## src/rtl/sha256_msg_padder.sv

```systemverilog
// SHA-256 message padder: fetches NUM_OF_WORDS message words from word-addressed
// memory and streams the padded message (0x80000000 marker, zero fill, 64-bit
// bit length) as 16-word blocks over a valid/ready handshake.
module sha256_msg_padder #(
  parameter int NUM_OF_WORDS = 20
) (
  input  logic        clk,
  input  logic        reset_n,
  input  logic        start,
  input  logic [15:0] message_addr,
  output logic        mem_clk,
  output logic        mem_we,
  output logic [15:0] mem_addr,
  input  logic [31:0] mem_read_data,
  output logic        w_valid,
  input  logic        w_ready,
  output logic [31:0] w_data,
  output logic        w_last_blk,
  output logic        w_last_msg,
  output logic        done
);

  localparam int          NUM_BLOCKS = (NUM_OF_WORDS + 18) / 16;
  localparam int          TOTAL      = 16 * NUM_BLOCKS;
  localparam logic [15:0] MSG_W      = 16'(NUM_OF_WORDS);
  localparam logic [15:0] TOTAL_W    = 16'(TOTAL);
  localparam logic [15:0] LAST_W     = 16'(TOTAL - 1);
  localparam logic [31:0] LEN_W      = 32'(NUM_OF_WORDS) << 5;

  typedef enum logic [1:0] {IDLE, FETCH, DRAIN} state_t;

  state_t      state;
  logic [15:0] base_addr;
  logic [15:0] iss_idx;
  logic [15:0] out_idx;
  // Issue stage: one word in flight (memory read or locally generated pad)
  logic        iss_vld_p0;
  logic        iss_mem_p0;
  logic [31:0] iss_pad_p0;
  // Prefetch buffer: up to two words waiting behind the output register
  logic [1:0]  buf_cnt;
  logic [31:0] buf0_p1;
  logic [31:0] buf1_p1;

  logic [31:0] in_word;
  logic [31:0] head_word;
  logic [31:0] e0;
  logic [31:0] e1;
  logic        head_ok;
  logic        load_out;
  logic        issue;
  logic [2:0]  occ_next;

  // Pad word for stream position idx once the message words are exhausted
  function automatic logic [31:0] pad_word(input logic [15:0] idx);
    if (idx == MSG_W)       return 32'h8000_0000;
    else if (idx == LAST_W) return LEN_W;
    else                    return 32'h0;
  endfunction

  assign mem_clk  = clk;
  assign mem_we   = 1'b0;
  assign mem_addr = base_addr + iss_idx;

  // The word landing this cycle either comes back from memory or was generated at issue
  assign in_word   = iss_mem_p0 ? mem_read_data : iss_pad_p0;
  assign head_ok   = (buf_cnt != 2'd0) || iss_vld_p0;
  assign head_word = (buf_cnt != 2'd0) ? buf0_p1 : in_word;
  assign load_out  = (!w_valid || w_ready) && head_ok;

  // Occupancy after this cycle's arrival and departure; a new issue must keep it at most 2
  assign occ_next = 3'(buf_cnt) + 3'(iss_vld_p0) - 3'(load_out);
  assign issue    = (state == FETCH) && (iss_idx < TOTAL_W) && (occ_next < 3'd2);

  // Ordered view of buffered words followed by the arriving word
  assign e0 = (buf_cnt != 2'd0) ? buf0_p1 : in_word;
  assign e1 = (buf_cnt == 2'd2) ? buf1_p1 : in_word;

  // Control: FSM, indices, occupancy and registered stream outputs
  always_ff @(posedge clk or negedge reset_n) begin
    if (!reset_n) begin
      state      <= IDLE;
      done       <= 1'b1;
      base_addr  <= 16'h0;
      iss_idx    <= 16'h0;
      out_idx    <= 16'h0;
      iss_vld_p0 <= 1'b0;
      buf_cnt    <= 2'd0;
      w_valid    <= 1'b0;
      w_data     <= 32'h0;
      w_last_blk <= 1'b0;
      w_last_msg <= 1'b0;
    end else begin
      case (state)
        IDLE: begin
          if (start) begin
            state     <= FETCH;
            done      <= 1'b0;
            base_addr <= message_addr;
            iss_idx   <= 16'h0;
            out_idx   <= 16'h0;
          end
        end
        FETCH: begin
          if (issue && (iss_idx == LAST_W)) state <= DRAIN;
        end
        DRAIN: begin
          if (w_valid && w_ready && w_last_msg) begin
            state <= IDLE;
            done  <= 1'b1;
          end
        end
        default: state <= IDLE;
      endcase

      if (issue) iss_idx <= iss_idx + 16'd1;
      iss_vld_p0 <= issue;
      buf_cnt    <= occ_next[1:0];

      if (load_out) begin
        w_valid    <= 1'b1;
        w_data     <= head_word;
        w_last_blk <= (out_idx[3:0] == 4'hF);
        w_last_msg <= (out_idx == LAST_W);
        out_idx    <= out_idx + 16'd1;
      end else if (w_ready) begin
        w_valid <= 1'b0;
      end
    end
  end

  // Data: issue-stage word source and buffer contents (validity tracked by control)
  always_ff @(posedge clk) begin
    if (issue) begin
      iss_mem_p0 <= (iss_idx < MSG_W);
      iss_pad_p0 <= pad_word(iss_idx);
    end
    buf0_p1 <= load_out ? e1 : e0;
    buf1_p1 <= e1;
  end

endmodule

```

## config.mk

```make
export PLATFORM = sky130hd
export DESIGN_NAME = sha256_msg_padder
export DESIGN_NICKNAME = d
export VERILOG_FILES = /design/src/rtl/sha256_msg_padder.sv
export SDC_FILE = /design/constraint.sdc
export NUM_CORES = 1
export LEC_CHECK = 0
export BUFFER_PORTS_ARGS = -buffer_cell sky130_fd_sc_hd__buf_2
export CAP_MARGIN = 20
export CORE_ASPECT_RATIO = 1.2
export CORE_MARGIN = 10
export CORE_UTILIZATION = 50
export CTS_CLUSTER_SIZE = 28
export DETAILED_ROUTE_END_ITERATION = 10
export PLACE_DENSITY = 0.79
export SYNTH_ARGS = -nofsm -noshare
export SYNTH_HDL_FRONTEND = slang
export SYNTH_SLANG_ARGS = --single-unit
```

## constraint.sdc

```tcl
create_clock -name clk -period 5.6 [get_ports clk]
set_input_delay 0.56 -clock clk [delete_from_list [all_inputs] [get_ports clk]]
set_output_delay 0.56 -clock clk [all_outputs]
set_load 0.05 [all_outputs]
```

Word level (Yosys, flattened, before mapping) --
Cells that the tools add are included.
Word-level totals: bits of input ports 52, bits in registers 186, word-level logic and storage cells 73, output and inout port bits 54
Operators by class: equal/unequal tests 10, mux-type cells 18, add/sub/neg operators 5, order comparisons 3, reduce and logical (&&, ||, !) cells 22
Operators by type and width (number):
- $mux W32 | 4
- $mux W16 | 4
- $eq A16 B5 Y1 const B | 3
- $add A16 B1 Y16 const B | 2
- $add A16 B16 Y16 | 1
- $lt A16 B5 Y1 const B | 1
- $lt A16 B6 Y1 const B | 1
- $reduce_bool A2 Y1 | 7
- $mux W10 | 1
- $logic_and A1 B1 Y1 | 6
- $mux W2 | 3
- $pmux W2 S3 | 1
- $reduce_and A2 Y1 | 3
- $reduce_and A3 Y1 | 2
- $eq A2 B2 Y1 const B | 2
- $eq A4 B4 Y1 const B | 1
- $mux W1 | 4
- $ne A2 B2 Y1 const B | 2
- $add A2 B1 Y3 | 1
- $lt A3 B2 Y1 const B | 1
- $sub A3 B1 Y3 | 1
- $eq A2 B1 Y1 const B | 1
- $logic_not A2 Y1 | 1
- $logic_or A1 B1 Y1 | 2
- other kinds (3) | 3

Depth between registers and ports, before layout --
Gate-level depths: netlist of run 1.
word-level depth 9, gate-level depth with buffers 11, depth with buffers taken out 10

==> impl_metrics.toml, run 1 <==
[synthesis]
synth-edff-count = 3
syn_nets = 877
ys_top_cells_by_area = "dfrtp_1 (32%), dfxtp_1 (18%), nand2_1 (9.4%)"
synth.most_common_cell = "nand2_1"
yosysTopAreaCell = "dfrtp_1"
synth_cell_types = 58
yosys-top-cells-count = "nand2_1 (175), o21ai_0 (89), dfrtp_1 (88), nor2_1 (87), a21oi_1 (83)"
syn_inst = 804
synth_seq_cells = 156
synth-async-reset-ratio = 0.5705
ys_warn_count = 0
synth-main-ff-cell = "dfrtp_1"
yosysSeqAreaShare = 0.5166
yosys.area.top_type_share = 0.3160
netlist_area_um2 = 6968
syn_area_per_cell_um2 = 8.667

[timing]
setup_viol = 0
rsz0062_at_grt = "no"
fmax_mhz = 262.9
final-hold-violation-count = 0
fin_crit_sh = 0.6796
finClkSkew_ns = 0.009257
drv_slew = 0
min_period_ns = 3.806
tightest_slew_ns = 1.034
relSlewSlack = 0.3105
tns_ns = 0

[global_routing]
grt_max_degree = 117
grt_antenna_before_repair = 0
grt_pass1_wl_um = 26500
grt_usage = 0.1710
grt_pass1_vias = 5531
overflow = 0

[setup_path]
slowest_delay_ns = 0.20
critPathLaunch = "clk"
cp_data_required_time_ns = 5.04
crit_path_end_kind = "output pin"
slowest_stage = "buf_2"
cp-start-kind = "clock port"
r2r_start = "buf_cnt[1]"
cp_cell_sequence = "clkbuf_16 > clkbuf_16 > buf_2"
crit_buf_inv = 3
cpLargestDelayFamily = "buffers and inverters"
cp_max_fo = 2
critical_path_class = "clk -> out"
cpMostUsedCell = "clkbuf_16"
cp.arrival_ns = 3.25

[routing]
ant_nets = 0
routed_wl_um = 15810
drt-pass1-iter-count = 4
vias_per_cell = 5.401
drc = 0
dr.first_iter.drc_count = 478
routedWlPerCell_um = 14.68
met1_length_um = 6882
route.met3.wl_um = 1023
dr.max_layer_used = "met4"
vias = 5817
met2_length_um = 7543

[pwr]
p_leak_nw = 3.903
swShare = 0.4286
p_int_mw = 2.962
cellPowerDensity_nw_per_um2 = 628.4
clockPowerShare = 0.240
pwr-share-comb = 0.421
post-layout-total-power_mw = 5.185
seq_power_share = 0.340
power.switching_mw = 2.222
peakVddDrop_mv = 0.4377

[worst_hold_path]
hold_start = "message_addr[0]"
hold_path.class = "in -> reg"

[floorplan]
num_rows = 47
die_area_um2 = 19080
core_um2 = 13760
ios = 106
die_w_um = 127.8
die_y_um = 149.3
initial_core_util = 0.5064

[finish]
syn_to_final_growth_pct = 18.41
nets = 966
antenna_cells = 0
drive_gt1_frac = 0.1766

[clock_network]
cts_tree = "done"
clkLatencyLatePin_ns = 0.54
post_cts_resized = 0
cts.reportedPaths.clkPinSlew_ns = 0.06

[status]
status = "complete, no violations"

[run]
drv_cap = 0

[placed_design]
port_buffers = 104
place_hpwl_um = 10540
gp_congestion = 0.8447
==> routing by layer <==
layer  vias to the layer above  track usage
met5                         -            0
met4                         0      0.07892
met3                        30      0.06543
met2                       146       0.2710
met1                      2722       0.2006
li1                       2919            -
==> cell families after synthesis <==
group                      after synthesis  synth area share
buffers and inverters                   56           0.03501
muxes                                   15           0.02298
adders and majority gates               21           0.03986
DFF                                    156            0.5166
xor gates and xnor gates                11           0.01383
other                                    1         0.0005382
and+or+nand+nor                        340            0.2112
AOI/OAI and AO/OA                      204            0.1600
==> worst min-delay path, delay by kind of cell <==
family / cells / cell delay, ns
buffers and inverters: 1 / 0.07
and+or+nand+nor: 2 / 0.08
==> cells in the final DEF (no fill, tap or decap), types with 3 or more instances in the layout <==
cell,n
edfxtp_1,3
dfxtp_1,64
nor3_1,8
nand3_1,18
clkbuf_16,21
nor2b_1,5
nor4_1,6
nand2_1,175
o211ai_1,4
o21bai_1,3
o21a_1,4
buf_2,103
nand2b_1,3
inv_1,11
mux2i_1,10
nor2_1,87
and2_1,12
a21o_1,3
dfrtp_1,88
clkinv_2,7
xnor2_1,9
a21oi_1,83
mux2_2,4
ha_1,19
buf_4,7
o21ai_0,89
a31oi_1,3
nand4_1,5
and3_1,5
==> stage by stage <==
stage,util,cell area [um2],hold slack [ns],worst slack (ns),cells
6_report,0.5996,8250,0.2046,1.794,1077
5_1_grt,0.5996,8250,0.1962,1.654,1077
4_1_cts,0.5976,8223,0.1940,1.781,1076
3_5_place_dp,0.5498,7566,0.4535,2.052,1040
3_3_place_gp,0.5498,7566,0.4463,2.052,1040
2_1_floorplan,-,6968,0.2644,1.512,804
==> registers in the layout, summed over array words and instances, names as in the netlist <==
register,flops
w_last_msg,1
w_valid,1
iss_pad_p0,2
base_addr,16
iss_vld_p0,1
buf0_p1,32
state,2
out_idx,16
buf1_p1,32
w_data,32
iss_idx,16
done,1
buf_cnt,2
w_last_blk,1
iss_mem_p0,1
==> layout make-up <==
cell class | instances | area [um2]
Tap cell | 171 | 214.0
Inverter | 11 | 41.29
Fill cell | 1225 | 5510
Clock inverter | 11 | 90.09
Sequential cell | 156 | 3600
Clock buffer | 25 | 561.8
Timing Repair Buffer | 111 | 600.6
Multi-Input combinational cell | 592 | 3143
==> power by group through the flow <==
stage	clock network [mW]	registers, mW	logic (mW)
3_3_place_gp	0.0341	1.77	2.11
3_5_place_dp	0.0341	1.78	2.16
6_report	1.24	1.76	2.18
5_1_grt	1.32	1.81	2.43
2_1_floorplan	0.0385	2.13	1.35
4_1_cts	1.27	1.76	2.18
==> timing repair <==
action	in CTS	in global routing
setup buffers	0	0
hold buffers	1	0
endpoints found under the hold margin	27	0
==> worst paths after layout <==
check,slack (ns),depth (start not counted),endpoint
max,1.79,3,mem_clk
min,0.20,3,base_addr[0]
max reg2reg,2.29,9,iss_idx[3]
min reg2reg,0.46,2,done
max in group asynchronous,3.96,3,iss_idx[15]
min in group asynchronous,0.50,2,w_data[24]
No activity file was read; power rests on OpenSTA's default activity.
==> inputs of run 2 (changes only) <==
Settings changed: PLACE_DENSITY 0.79 to 0.81.
Clock period 5.6 ns to 3.48 ns, I/O delays scaled along.
==> run 2 against run 1 <==
The flow now finishes with violations (negative hold slack); non-clock buffer count up 15; critical path depth up 4; combinational power up 62%; first-iteration DRC count down 17%; global-route usage up 0.11 points; clock skew down 0.0029 ns; design area up 1.7%; clock power up 60%; sequential share of layout area down 0.73 points; clock-buffer cell count up 1; register-to-register slack worse by 2.0 ns; largest cell class unchanged.
==> impl_metrics.toml, run 2 (synthesis results as in run 1) <==
[finish]
syn_to_final_growth_pct = 20.42
instances_no_fill = 1091
mostFrequentLayoutCells = "nand2_1 (175), buf_2 (102), o21ai_0 (89)"
mostFrequentLayoutCell = "nand2_1"
nets = 981
drive_gt1_frac = 0.1750
fin_area_um2 = 8391
regArea_um2 = 3600
multi_input_area_um2 = 3153
antenna_cells = 0
fill_cells = 1213
reg.largest.list = "buf0_p1: 32 flops, buf1_p1: 32 flops, w_data: 32 flops"

[clock_network]
cts.reportedPaths.clkPinSlew_ns = 0.06
clkLatencyLatePin_ns = 0.54
cts_tree = "done"
cts_setup_buffers = 0

[run]
drv_cap = 0

[status]
violations = "negative hold slack"
status = "complete, but fails checks"

[timing]
tns_ns = 0
final-hold-violation-count = 42
fin_crit_sh = 0.9558
relSlewSlack = 0.3362
rsz0062_at_grt = "no"
drv_slew = 0
fmax_mhz = 300.6
setup_viol = 0
finClkSkew_ns = 0.006392
tightest_slew_ns = 0.9957
timing.hold.ws_ns = -0.03576
min_period_ns = 3.326

[global_routing]
grt_pass1_wl_um = 26680
grt_usage = 0.1721
grt_antenna_before_repair = 0
overflow = 0
grt_pass1_vias = 5540
grt_max_degree = 83

[pwr]
cellPowerDensity_nw_per_um2 = 997.3
pwr-share-comb = 0.423
peakVddDrop_mv = 0.8194
seq_power_share = 0.340
p_leak_nw = 3.951
swShare = 0.4295
clockPowerShare = 0.238
p_int_mw = 4.774
power.switching_mw = 3.594
post-layout-total-power_mw = 8.368

[setup_path]
crit_path_end_kind = "output pin"
cp-start-kind = "flop"
cp.arrival_ns = 2.98
cp_data_required_time_ns = 3.13
critical_path_class = "reg -> out"
cp_max_fo = 8

[placed_design]
port_buffers = 104
place_area_um2 = 7601
place_hpwl_um = 10810
dp_cells = 1043
gp_congestion = 0.8789

[routing]
vias = 5839
drc = 0
routed_wl_um = 15970
drt-pass1-iter-count = 5
routedWlPerCell_um = 14.64
ant_nets = 0
vias_per_cell = 5.352
dr.first_iter.drc_count = 399

[floorplan]
core_um2 = 13760
die_y_um = 149.3
initial_core_util = 0.5064
die_area_um2 = 19080
num_rows = 47
die_w_um = 127.8
ios = 106

[worst_hold_path]
hold_path.class = "in -> async"
[run 2: cell type report]
type / instances / share of cell area
clock buffer: 26 / 0.06621
inverter: 11 / 0.004921
timing repair buffer: 126 / 0.08828
multi-input combinational: 592 / 0.3758
clock inverter: 9 / 0.01029
sequential: 156 / 0.4290
tap: 171 / 0.02550
[run 2: final timing paths]
kind,startpoint,to,slack [ns],cells past startpoint
min in group clk,message_addr[2],base_addr[2],0.01,3
worst max-delay path,iss_idx[12],mem_addr[15],0.15,7
max in group asynchronous,reset_n,iss_idx[12],2.70,2
worst max register to register,buf_cnt[1],iss_idx[4],0.33,10
worst min-delay path,reset_n,w_data[25],-0.04,1
worst min register to register,buf1_p1[6],buf1_p1[6],0.46,2
[run 2: repair_timing]
action	4_1_cts	5_1_grt
hold buffers	14	0
hold endpoints to repair	14	0
setup endpoints to repair	0	3
gates resized for setup	0	5
[run 2: metrics by stage]
stage	util	setup WS [ns]
floorplan	-	0.2022
global placement	0.5524	0.4889
detailed placement	0.5524	0.3210
CTS	0.6088	0.01708
global route	0.6097	0.005070
finish	0.6097	0.1538
[run 2: per-layer routing]
metal	GRT usage	part of all wire	vias up	wire, um
met4	0.09019	0.023	0	361
met5	0	0	-	0
li1	-	-	2945	-
met1	0.2084	0.45	2727	7141
met3	0.05334	0.058	30	921
met2	0.2692	0.47	137	7545
[run 2: worst max-delay path, stage by stage (launching register included)]
cell and delay (ns):
dfrtp_1 0.40, ha_1 0.41, a21oi_4 0.25, or4b_2 0.61, a21oi_1 0.15, a41oi_1 0.07, xnor2_1 0.25, buf_2 0.30
[run 2: power groups by stage]
stage / sequential [mW] / clock [mW] / combinational [mW]
floorplan: 3.43 / 0.0620 / 2.17
finish: 2.84 / 1.99 / 3.54
global route: 2.92 / 2.12 / 3.95
global placement: 2.84 / 0.0548 / 3.44
detailed placement: 2.88 / 0.0548 / 3.53
CTS: 2.85 / 2.03 / 3.57
